===== src/rtl/rs_issue_select_pkg.sv =====
// Shared types for the issue stage: operand-source flags, IS/EX packet, CDB packet, NOP defaults.
package rs_issue_select_pkg;

  typedef enum logic [1:0] {TAGTAG, TAGCDB, CDBTAG, CDBCDB} flag_e;
  typedef enum logic [1:0] {OPA_IS_RS1, OPA_IS_NPC, OPA_IS_PC, OPA_IS_ZERO} opa_sel_e;
  typedef enum logic [1:0] {OPB_IS_RS2, OPB_IS_I_IMM, OPB_IS_S_IMM, OPB_IS_B_IMM} opb_sel_e;
  typedef enum logic [3:0] {ALU_ADD, ALU_SUB, ALU_SLT, ALU_AND, ALU_OR, ALU_XOR} alu_func_e;
  typedef enum logic [1:0] {ALU, MULT, LOAD, STORE} channel_e;

  localparam logic [31:0] NOP      = 32'h0000_0013;
  localparam logic [4:0]  ZERO_REG = 5'd0;

  typedef struct packed {
    logic [31:0] inst;
    logic [31:0] pc;
    opa_sel_e    opa_select;
    opb_sel_e    opb_select;
    logic [4:0]  dest_reg_idx;
    alu_func_e   alu_func;
    channel_e    channel;
    logic [2:0]  mem_size;
    logic        is_zeroreg;
    logic [5:0]  rob_tag;
    logic [31:0] rs1_value;
    logic [31:0] rs2_value;
  } is_packet_t;

  typedef struct packed {
    logic [5:0]  reg_tag;
    logic [31:0] reg_value;
  } cdb_packet_t;

  function automatic is_packet_t nop_packet();
    is_packet_t p;
    p              = '0;
    p.inst         = NOP;
    p.opa_select   = OPA_IS_RS1;
    p.opb_select   = OPB_IS_RS2;
    p.dest_reg_idx = ZERO_REG;
    p.alu_func     = ALU_ADD;
    p.is_zeroreg   = 1'b1;
    p.channel      = ALU;
    p.mem_size     = 3'b111;
    return p;
  endfunction

endpackage


===== src/rtl/rs_issue_select_rr_arbiter.sv =====
// Round-robin arbiter: doubles the request vector, rotates it by ptr, priority-encodes the lowest set bit.
module rr_arbiter #(
  parameter int N  = 8,
  parameter int IW = $clog2(N)
) (
  input  logic [N-1:0]  req,
  input  logic [IW-1:0] ptr,
  output logic [N-1:0]  grant,
  output logic [IW-1:0] grant_idx,
  output logic          any
);

  logic [2*N-1:0] dbl;
  logic [N-1:0]   rot;
  logic [IW-1:0]  off;

  assign dbl = {req, req};

  always_comb begin
    rot = '0;
    for (int i = 0; i < N; i++) rot[i] = dbl[i + int'(ptr)];
  end

  // Descending scan so the lowest set bit of the rotated vector wins.
  always_comb begin
    off = '0;
    for (int i = N - 1; i >= 0; i--) begin
      if (rot[i]) off = IW'(i);
    end
  end

  assign any       = |req;
  assign grant_idx = ptr + off;
  assign grant     = any ? (N'(1) << grant_idx) : '0;

endmodule


===== src/rtl/rs_issue_select.sv =====
// Issue select: round-robin pick of a ready RS entry, CDB operand forwarding, IS/EX register.
// Optional performance counters enabled by ISSUE_PERF_CNT_EN.
module rs_issue_select
  import rs_issue_select_pkg::*;
#(
  parameter int RS_LEN = 8,
  parameter int IDX_W  = $clog2(RS_LEN)
) (
  input  logic                     clock,
  input  logic                     reset,
  input  logic                     squash,
  input  is_packet_t [RS_LEN-1:0]  entry_packet_in,
  input  logic [RS_LEN-1:0]        entry_ready,
  input  flag_e [RS_LEN-1:0]       entry_flag,
  input  cdb_packet_t              cdb_packet_in,
  input  logic                     ex_stall,
  output logic [RS_LEN-1:0]        clear,
  output logic                     issue_fire,
  output logic [IDX_W-1:0]         issue_idx,
  output is_packet_t               is_packet_out,
  output logic                     is_valid
`ifdef ISSUE_PERF_CNT_EN
  ,
  output logic [31:0]              perf_issue_cnt,
  output logic [31:0]              perf_stall_cnt
`endif
);

  // Handshake: execute takes is_packet_out on any edge where is_valid && !ex_stall;
  // a new packet may be loaded whenever the register is empty or being drained.
  logic              can_accept;
  logic [IDX_W-1:0]  rr_ptr;
  logic [RS_LEN-1:0] grant;
  logic [IDX_W-1:0]  grant_idx;
  logic              any_ready;
  flag_e             sel_flag;
  is_packet_t        fwd_packet;
  logic              unused_tag;

  rr_arbiter #(.N(RS_LEN), .IW(IDX_W)) u_arb (
    .req       (entry_ready),
    .ptr       (rr_ptr),
    .grant     (grant),
    .grant_idx (grant_idx),
    .any       (any_ready)
  );

  assign can_accept = !is_valid || !ex_stall;
  assign issue_fire = can_accept && any_ready && !squash;
  assign issue_idx  = issue_fire ? grant_idx : '0;
  assign clear      = issue_fire ? grant : '0;
  assign sel_flag   = entry_flag[grant_idx];
  assign unused_tag = ^cdb_packet_in.reg_tag;

  always_comb begin
    fwd_packet = entry_packet_in[grant_idx];
    case (sel_flag)
      CDBTAG: fwd_packet.rs1_value = cdb_packet_in.reg_value;
      TAGCDB: fwd_packet.rs2_value = cdb_packet_in.reg_value;
      CDBCDB: begin
        fwd_packet.rs1_value = cdb_packet_in.reg_value;
        fwd_packet.rs2_value = cdb_packet_in.reg_value;
      end
      default: ;
    endcase
  end

  always_ff @(posedge clock) begin
    if (reset || squash) begin
      is_valid      <= 1'b0;
      is_packet_out <= nop_packet();
      rr_ptr        <= '0;
    end else if (issue_fire) begin
      is_valid      <= 1'b1;
      is_packet_out <= fwd_packet;
      rr_ptr        <= grant_idx + IDX_W'(1);
    end else if (can_accept) begin
      is_valid      <= 1'b0;
    end
  end

`ifdef ISSUE_PERF_CNT_EN
  // Squash deliberately leaves the counters running.
  always_ff @(posedge clock) begin
    if (reset) begin
      perf_issue_cnt <= '0;
      perf_stall_cnt <= '0;
    end else begin
      if (issue_fire) perf_issue_cnt <= perf_issue_cnt + 32'd1;
      if (is_valid && ex_stall && any_ready) perf_stall_cnt <= perf_stall_cnt + 32'd1;
    end
  end
`endif

endmodule


===== config.mk =====
export PLATFORM = sky130hd
export DESIGN_NAME = rs_issue_select
export DESIGN_NICKNAME = d
export VERILOG_FILES = /design/src/rtl/rs_issue_select_pkg.sv /design/src/rtl/rs_issue_select_rr_arbiter.sv /design/src/rtl/rs_issue_select.sv
export SDC_FILE = /design/constraint.sdc
export NUM_CORES = 1
export LEC_CHECK = 0
export BUFFER_PORTS_ARGS = -buffer_cell sky130_fd_sc_hd__buf_4
export CAP_MARGIN = 20
export CORE_AREA = 2 2 561 563
export DETAILED_ROUTE_END_ITERATION = 16
export DIE_AREA = 0 0 563 565
export GPL_TIMING_DRIVEN = 1
export PLACE_DENSITY = 0.3
export SYNTH_ARGS = -nofsm -noshare
export SYNTH_HDL_FRONTEND = slang
export SYNTH_SLANG_ARGS = --single-unit

===== constraint.sdc =====
create_clock -name clock -period 4.2 [get_ports clock]
set_input_delay 0 -clock clock [delete_from_list [all_inputs] [get_ports clock]]
set_output_delay 0 -clock clock [all_outputs]
set_load 0.05 [all_outputs]

* After elaboration in Yosys (flattened, before gate mapping)
Index checks and enable logic that the tools add are counted.
** Word-level totals
- Register bits after elaboration :: 157
- Output and inout bits :: 166
- Logic and storage cells :: 89
** Cells by class
- $add $sub $neg :: 9
- Magnitude comparators :: 9
- Equality and inequality tests :: 3
- Shifts and indexed selects :: 1
- Multiplexer cells :: 42
- Reduce and logical (&&, ||, !) cells :: 11
** Operators by type and width (number)
- $bmux 153 s3 :: 1
- $lt 32x6->1 const B :: 7
- $mux 153 :: 1
- $mux 32 :: 2
- $bmux 1 s4 :: 7
- $mux 3 :: 9
- $mux 1 :: 17
- $add 3x3->4 const A :: 4
- $mux 8 :: 2
- $add 2x3->4 const A :: 2
- $reduce_or 8->1 :: 1
- $shl 1x3->8 const A :: 1
- $bmux 2 s3 :: 1
- $lt 3x5->1 const B :: 1
- $add 1x3->4 const A :: 1
- $eq 2x2->1 const B :: 2
- $lt 3x4->1 const B :: 1
- $reduce_or 2->1 :: 2
- $add 3x1->3 const B :: 1
- $add 3x3->3 :: 1
- $bmux 1 s3 :: 1
- $logic_not 1->1 :: 3
- $eq 2x1->1 const B :: 1
- $logic_and 1x1->1 :: 2
- other kinds (3) :: 4

* Logic depth before layout (Yosys ltp)
- Depth after elaboration :: 18
- Mapped depth :: 18
- Mapped depth without buffers :: 14

* Hierarchy
From an unflattened synthesis, not the netlist that was laid out.
** Second synthesis, totals
- Cell total of the unflattened synthesis :: 1414
- Area total of the unflattened synthesis :: 15924.0 um^2
** By module, submodules not included
- rs_issue_select :: instances 1, cells an instance 1330, area an instance 15193.3 um^2, sequential area each 3143.0 um^2
- rr_arbiter :: instances 1, cells an instance 84, area an instance 730.7 um^2, sequential area each 0.0 um^2

* Worst setup path before layout
Ideal clock, no wire load.
- Path kind :: register to output
- From :: register rr_ptr[2]
- To :: output port clear[7]
- Arrival time :: 4710 ps
- Setup slack :: -510 ps
- Stages on the path, launching flop included :: 17
- Path buffers :: 4
- Cells stage by stage :: dfxtp_1 > clkbuf_1 > inv_1 > ha_1 > mux4_2 > mux2_2 > o21a_1 > o211ai_2 > nand2_1 > fa_1 > inv_1 > clkbuf_1 > clkbuf_1 > clkbuf_1 > ha_1 > ha_1 > and2_1
** Between the ends
- Longest elaborated chain between the ends :: 16
- Elaborated cells on any way between the ends :: 42
- Those cells by class :: add/sub: 8; shift: 1; mux: 33
** Ends and longest elaborated chain
- start: declaration :: RTL line rs_issue_select.sv:32 : logic [IDX_W-1:0] rr_ptr;
- start signal: assignment :: RTL line rs_issue_select.sv:76 : rr_ptr <= grant_idx + IDX_W'(1);
- $add 3x3->4 :: RTL line rs_issue_select_rr_arbiter.sv:21 : for (int i = 0; i < N; i++) rot[i] = dbl[i + int'(ptr)];
- $bmux 1 s4 :: RTL line rs_issue_select_rr_arbiter.sv:21
- $mux 1 (not written as such) (2 in a row) :: RTL line rs_issue_select_rr_arbiter.sv:21
- $mux 3 (8 in a row) :: RTL line rs_issue_select_rr_arbiter.sv:28 : if (rot[i]) off = IW'(i);
- $add 3x3->3 * :: RTL line rs_issue_select_rr_arbiter.sv:33 : assign grant_idx = ptr + off;
- $shl 1x3->8 * :: RTL line rs_issue_select_rr_arbiter.sv:34 : assign grant = any ? (N'(1) << grant_idx) : '0;
- $mux 8 * :: RTL line rs_issue_select_rr_arbiter.sv:34
- $mux 8 * :: RTL line rs_issue_select.sv:51 : assign clear = issue_fire ? grant : '0;
- end: declaration :: RTL line rs_issue_select.sv:17 : output logic [RS_LEN-1:0] clear,
Mark *: on every way between the ends. The rest lies on a longest branch, timed or not. The select of a mux whose other input is x is not followed.

* Worst setup path after layout
- From :: register rr_ptr[1]
- To :: register is_packet_out[26] (netlist bit)
** Between the ends
- Longest elaborated chain between the ends :: 18
- Elaborated cells on any way between the ends :: 47
- Those cells by class :: add/sub: 8; eq/ne: 2; mux: 36; reduce/logical: 1
** Ends and longest elaborated chain
- $add 3x3->4 :: RTL line rs_issue_select_rr_arbiter.sv:21
- $bmux 1 s4 :: RTL line rs_issue_select_rr_arbiter.sv:21
- $mux 1 (not written as such) (2 in a row) :: RTL line rs_issue_select_rr_arbiter.sv:21
- $mux 3 (8 in a row) :: RTL line rs_issue_select_rr_arbiter.sv:28
- $add 3x3->3 * :: RTL line rs_issue_select_rr_arbiter.sv:33
- $bmux 2 s3 :: RTL line rs_issue_select.sv:52 : assign sel_flag = entry_flag[grant_idx];
- $mux 2 (not written as such) :: RTL line rs_issue_select.sv:52
- $eq 2x2->1 / $eq 2x1->1 (equally long branches) :: RTL line rs_issue_select.sv:57 : case (sel_flag)
- $reduce_or 2->1 (no line)
- $mux 32 * :: RTL line rs_issue_select.sv:57
- end signal: assignment :: RTL line rs_issue_select.sv:71 : is_packet_out <= nop_packet();
- end signal: assignment :: RTL line rs_issue_select.sv:75 : is_packet_out <= fwd_packet;
- end: declaration :: RTL line rs_issue_select.sv:20 : output is_packet_t is_packet_out,
Marked as above.
A chain may end at the register's enable or synchronous reset.

==> flow_summary.json <==
{
  "grt_max_degree": 94,
  "r2r_setup_slack_ns": -0.14,
  "coreArea_sq_um": 311000,
  "start_kind": "flop",
  "crit_required_ns": 4.65,
  "synth_cell_types": 34,
  "status": "complete, but fails checks",
  "p_comb_frac": 0.785,
  "pre_cts_slack_ns": -0.233,
  "layout_common_cells": "buf_4 (1512), dlygate4sd3_1 (937), mux4_2 (320)",
  "hold_violations": 0,
  "viasPerCell": 3.27,
  "synth_seq_cells": 157,
  "critPathKind": "flop to flop",
  "cts_buffers": 21,
  "rows": 205,
  "vias": 26200,
  "die_area_sq_um": 318000,
  "p_int_w": 0.0103,
  "period_share": 1.03,
  "synth_edf_count": 0,
  "synth_area_sq_um": 15000,
  "slew_viol_final": 0,
  "die-width_um": 563,
  "peakVddDrop_uv": 222,
  "critical_path.max_fanout": 6,
  "grtUsageTotal": 0.166,
  "areaGrowthSynthToFinish_pct": 197,
  "tightest_slew_ns": 0.969,
  "cts_htree_levels": 4,
  "wire_per_inst_um": 35.0,
  "die_height_um": 565,
  "cts.clk_slew.worst_paths_ns": 0.09,
  "hold-worst-slack_ns": 0.0504,
  "net-switching-power_w": 0.00869,
  "first_pass_iters": 6,
  "rsz0062_at_grt": "yes",
  "period_needed_ns": 4.34,
  "cts_tree": "done",
  "ant_nets": 0,
  "fin_worst_skew_ns": 0.0359,
  "setup-tns-final_ns": -5.41,
  "final_common_cell": "buf_4",
  "ys.flop_type": "dfxtp_1",
  "p_leak_nw": 17.3,
  "setup_ws_ns": -0.141,
  "power_frac_clock": 0.120,
  "grt_pass1_vias": 26200,
  "yosys_warnings": 0,
  "synth_nets": 2569,
  "gr-total-overflow": 0,
  "synth_cells": 1270,
  "wl_um": 281000,
  "layout-drive-gt1-share": 0.583,
  "end_kind": "flop",
  "initial_utilization": 0.0482,
  "fill_cells": 35300,
  "numPortBuffers": 1449,
  "avgSynthCellArea_sq_um": 11.8,
  "violations": "negative setup slack",
  "clk_path_buf_depth": 3,
  "hold_class": "input port to flop",
  "clock_latency_ns": 0.59,
  "drc": 0,
  "maxCapViolCount": 0,
  "finalSetupViolations": 68,
  "p_total_w": 0.0189,
  "grt_first_pass_wirelength_um": 332000,
  "ios": 1456,
  "clockRootBuffer": "clkbuf_16",
  "gp_congestion": 0.915,
  "async_reset_ff_frac": 0,
  "cp.arrival_ns": 4.79,
  "pwr_density_cell_nw_per_um2": 425,
  "pwr-share-seq": 0.095,
  "dp_hpwl_um": 242000,
  "clock-sinks": 157,
  "seq_area_frac_synth": 0.210,
  "switching_share": 0.459,
  "drtIter0Drc": 2241,
  "nets": 5016,
  "antenna_found_initial": 388,
  "fmax_mhz": 230,
  "slew_headroom": 0.354
}
[sequential cells by signal, indices dropped and copies added, names as in the netlist]
name / flops
rr_ptr: 3
is_packet_out: 153
is_valid: 1
[routing by layer]
layer,up-vias,global-route usage,wire (um)
li1,10400,-,-
met1,13100,0.218,123000
met2,1977,0.246,117000
met3,519,0.0710,31100
met4,194,0.0458,8850
met5,-,0.00327,1270
[timing repair]
action                                  4_1_cts  5_1_grt
setup buffers                                35       12
cloned                                       18       12
pin swaps                                    27       55
endpoints found under the hold margin       152        2
resized for setup                           136      116
hold buffers                                929        8
endpoints found under the setup margin      151      158
[power by group through the flow]
| stage | registers, W | logic, W | clock network [W] |
|---|---|---|---|
| 2_1_floorplan | 0.00241 | 0.00568 | 0 |
| 3_3_place_gp | 0.00184 | 0.0113 | 0 |
| 3_5_place_dp | 0.00184 | 0.0113 | 0 |
| 4_1_cts | 0.00181 | 0.0141 | 0.00241 |
| 5_1_grt | 0.00182 | 0.0155 | 0.00240 |
| 6_report | 0.00181 | 0.0149 | 0.00227 |
[kinds of logic (layout without fill, tap and decap cells)]
| logic type | after synthesis | after routing | share of synthesized area |
|---|---|---|---|
| simple gates | 295 | 295 | 0.0913 |
| compound gates | 246 | 246 | 0.102 |
| mux | 393 | 393 | 0.536 |
| other cells | 0 | 149 | 0 |
| fa+ha+maj | 9 | 9 | 0.00801 |
| xor+xnor | 5 | 5 | 0.00342 |
| flops | 157 | 157 | 0.210 |
| buf+inv | 165 | 2622 | 0.0496 |
[cell usage after synthesis, types with 2 or more instances]
cell      instances  area [sq um]
a21oi_1           4          20.0
and2_1            6          37.5
and3_1            4          25.0
buf_1             3          11.3
buf_2            25           125
buf_4            25           188
clkbuf_1        105           394
dfxtp_1         157          3140
ha_1              8           100
inv_1             7          26.3
mux2_2           67           754
mux2i_1           4          40.0
mux2i_4           2          45.0
mux4_2          320          7210
nand2_1          11          41.3
nand2b_1          3          18.8
nand3_1         162           811
nor2_1           97           364
nor3_1            7          35.0
o211ai_1         64           480
o21ai_0          84           420
o22ai_1          89           557
or4_1             2          15.0
xnor2_1           4          35.0
[per-stage QoR]
step | util | cells | area [sq um]
floorplan | - | 1270 | 15100
global placement | 0.102 | 6829 | 31800
detailed placement | 0.102 | 6829 | 31800
CTS | 0.139 | 7842 | 43300
global route | 0.143 | 7937 | 44400
finish | 0.143 | 8016 | 44600
[final timing paths]
path / startpoint / end / cells past startpoint
worst max-delay path: rr_ptr[1] / is_packet_out[26] / 18
worst min-delay path: entry_packet_in[138] / is_packet_out[138] / 4
worst max register to register: rr_ptr[1] / is_packet_out[26] / 18
worst min register to register: is_packet_out[71] / is_packet_out[71] / 2
[cell type report]
class / count / area [sq um] / share of cell area
Timing Repair Buffer: 2582 / 23400 / 0.524
Multi-Input combinational cell: 948 / 11800 / 0.264
Tap cell: 4140 / 5180 / 0.116
Sequential cell: 157 / 3150 / 0.0705
Clock buffer: 23 / 553 / 0.0124
Antenna cell: 149 / 373 / 0.00836
Clock inverter: 10 / 141 / 0.00317
Inverter: 7 / 55.1 / 0.00123
[critical path: stages (launching register included)]
cell and delay, ns:
dfxtp_2 0.34, inv_2 0.05, ha_4 0.28, mux4_2 0.51
mux2_4 0.29, o21a_1 0.18, o211ai_2 0.19, nand2_2 0.08
fa_2 0.66, buf_6 0.17, inv_16 0.04, buf_12 0.14
buf_8 0.12, mux4_2 0.32, mux2i_4 0.18, buf_12 0.18
buf_12 0.16, clkbuf_16 0.18, o211ai_1 0.08
Power figures use the tool's default switching activity.
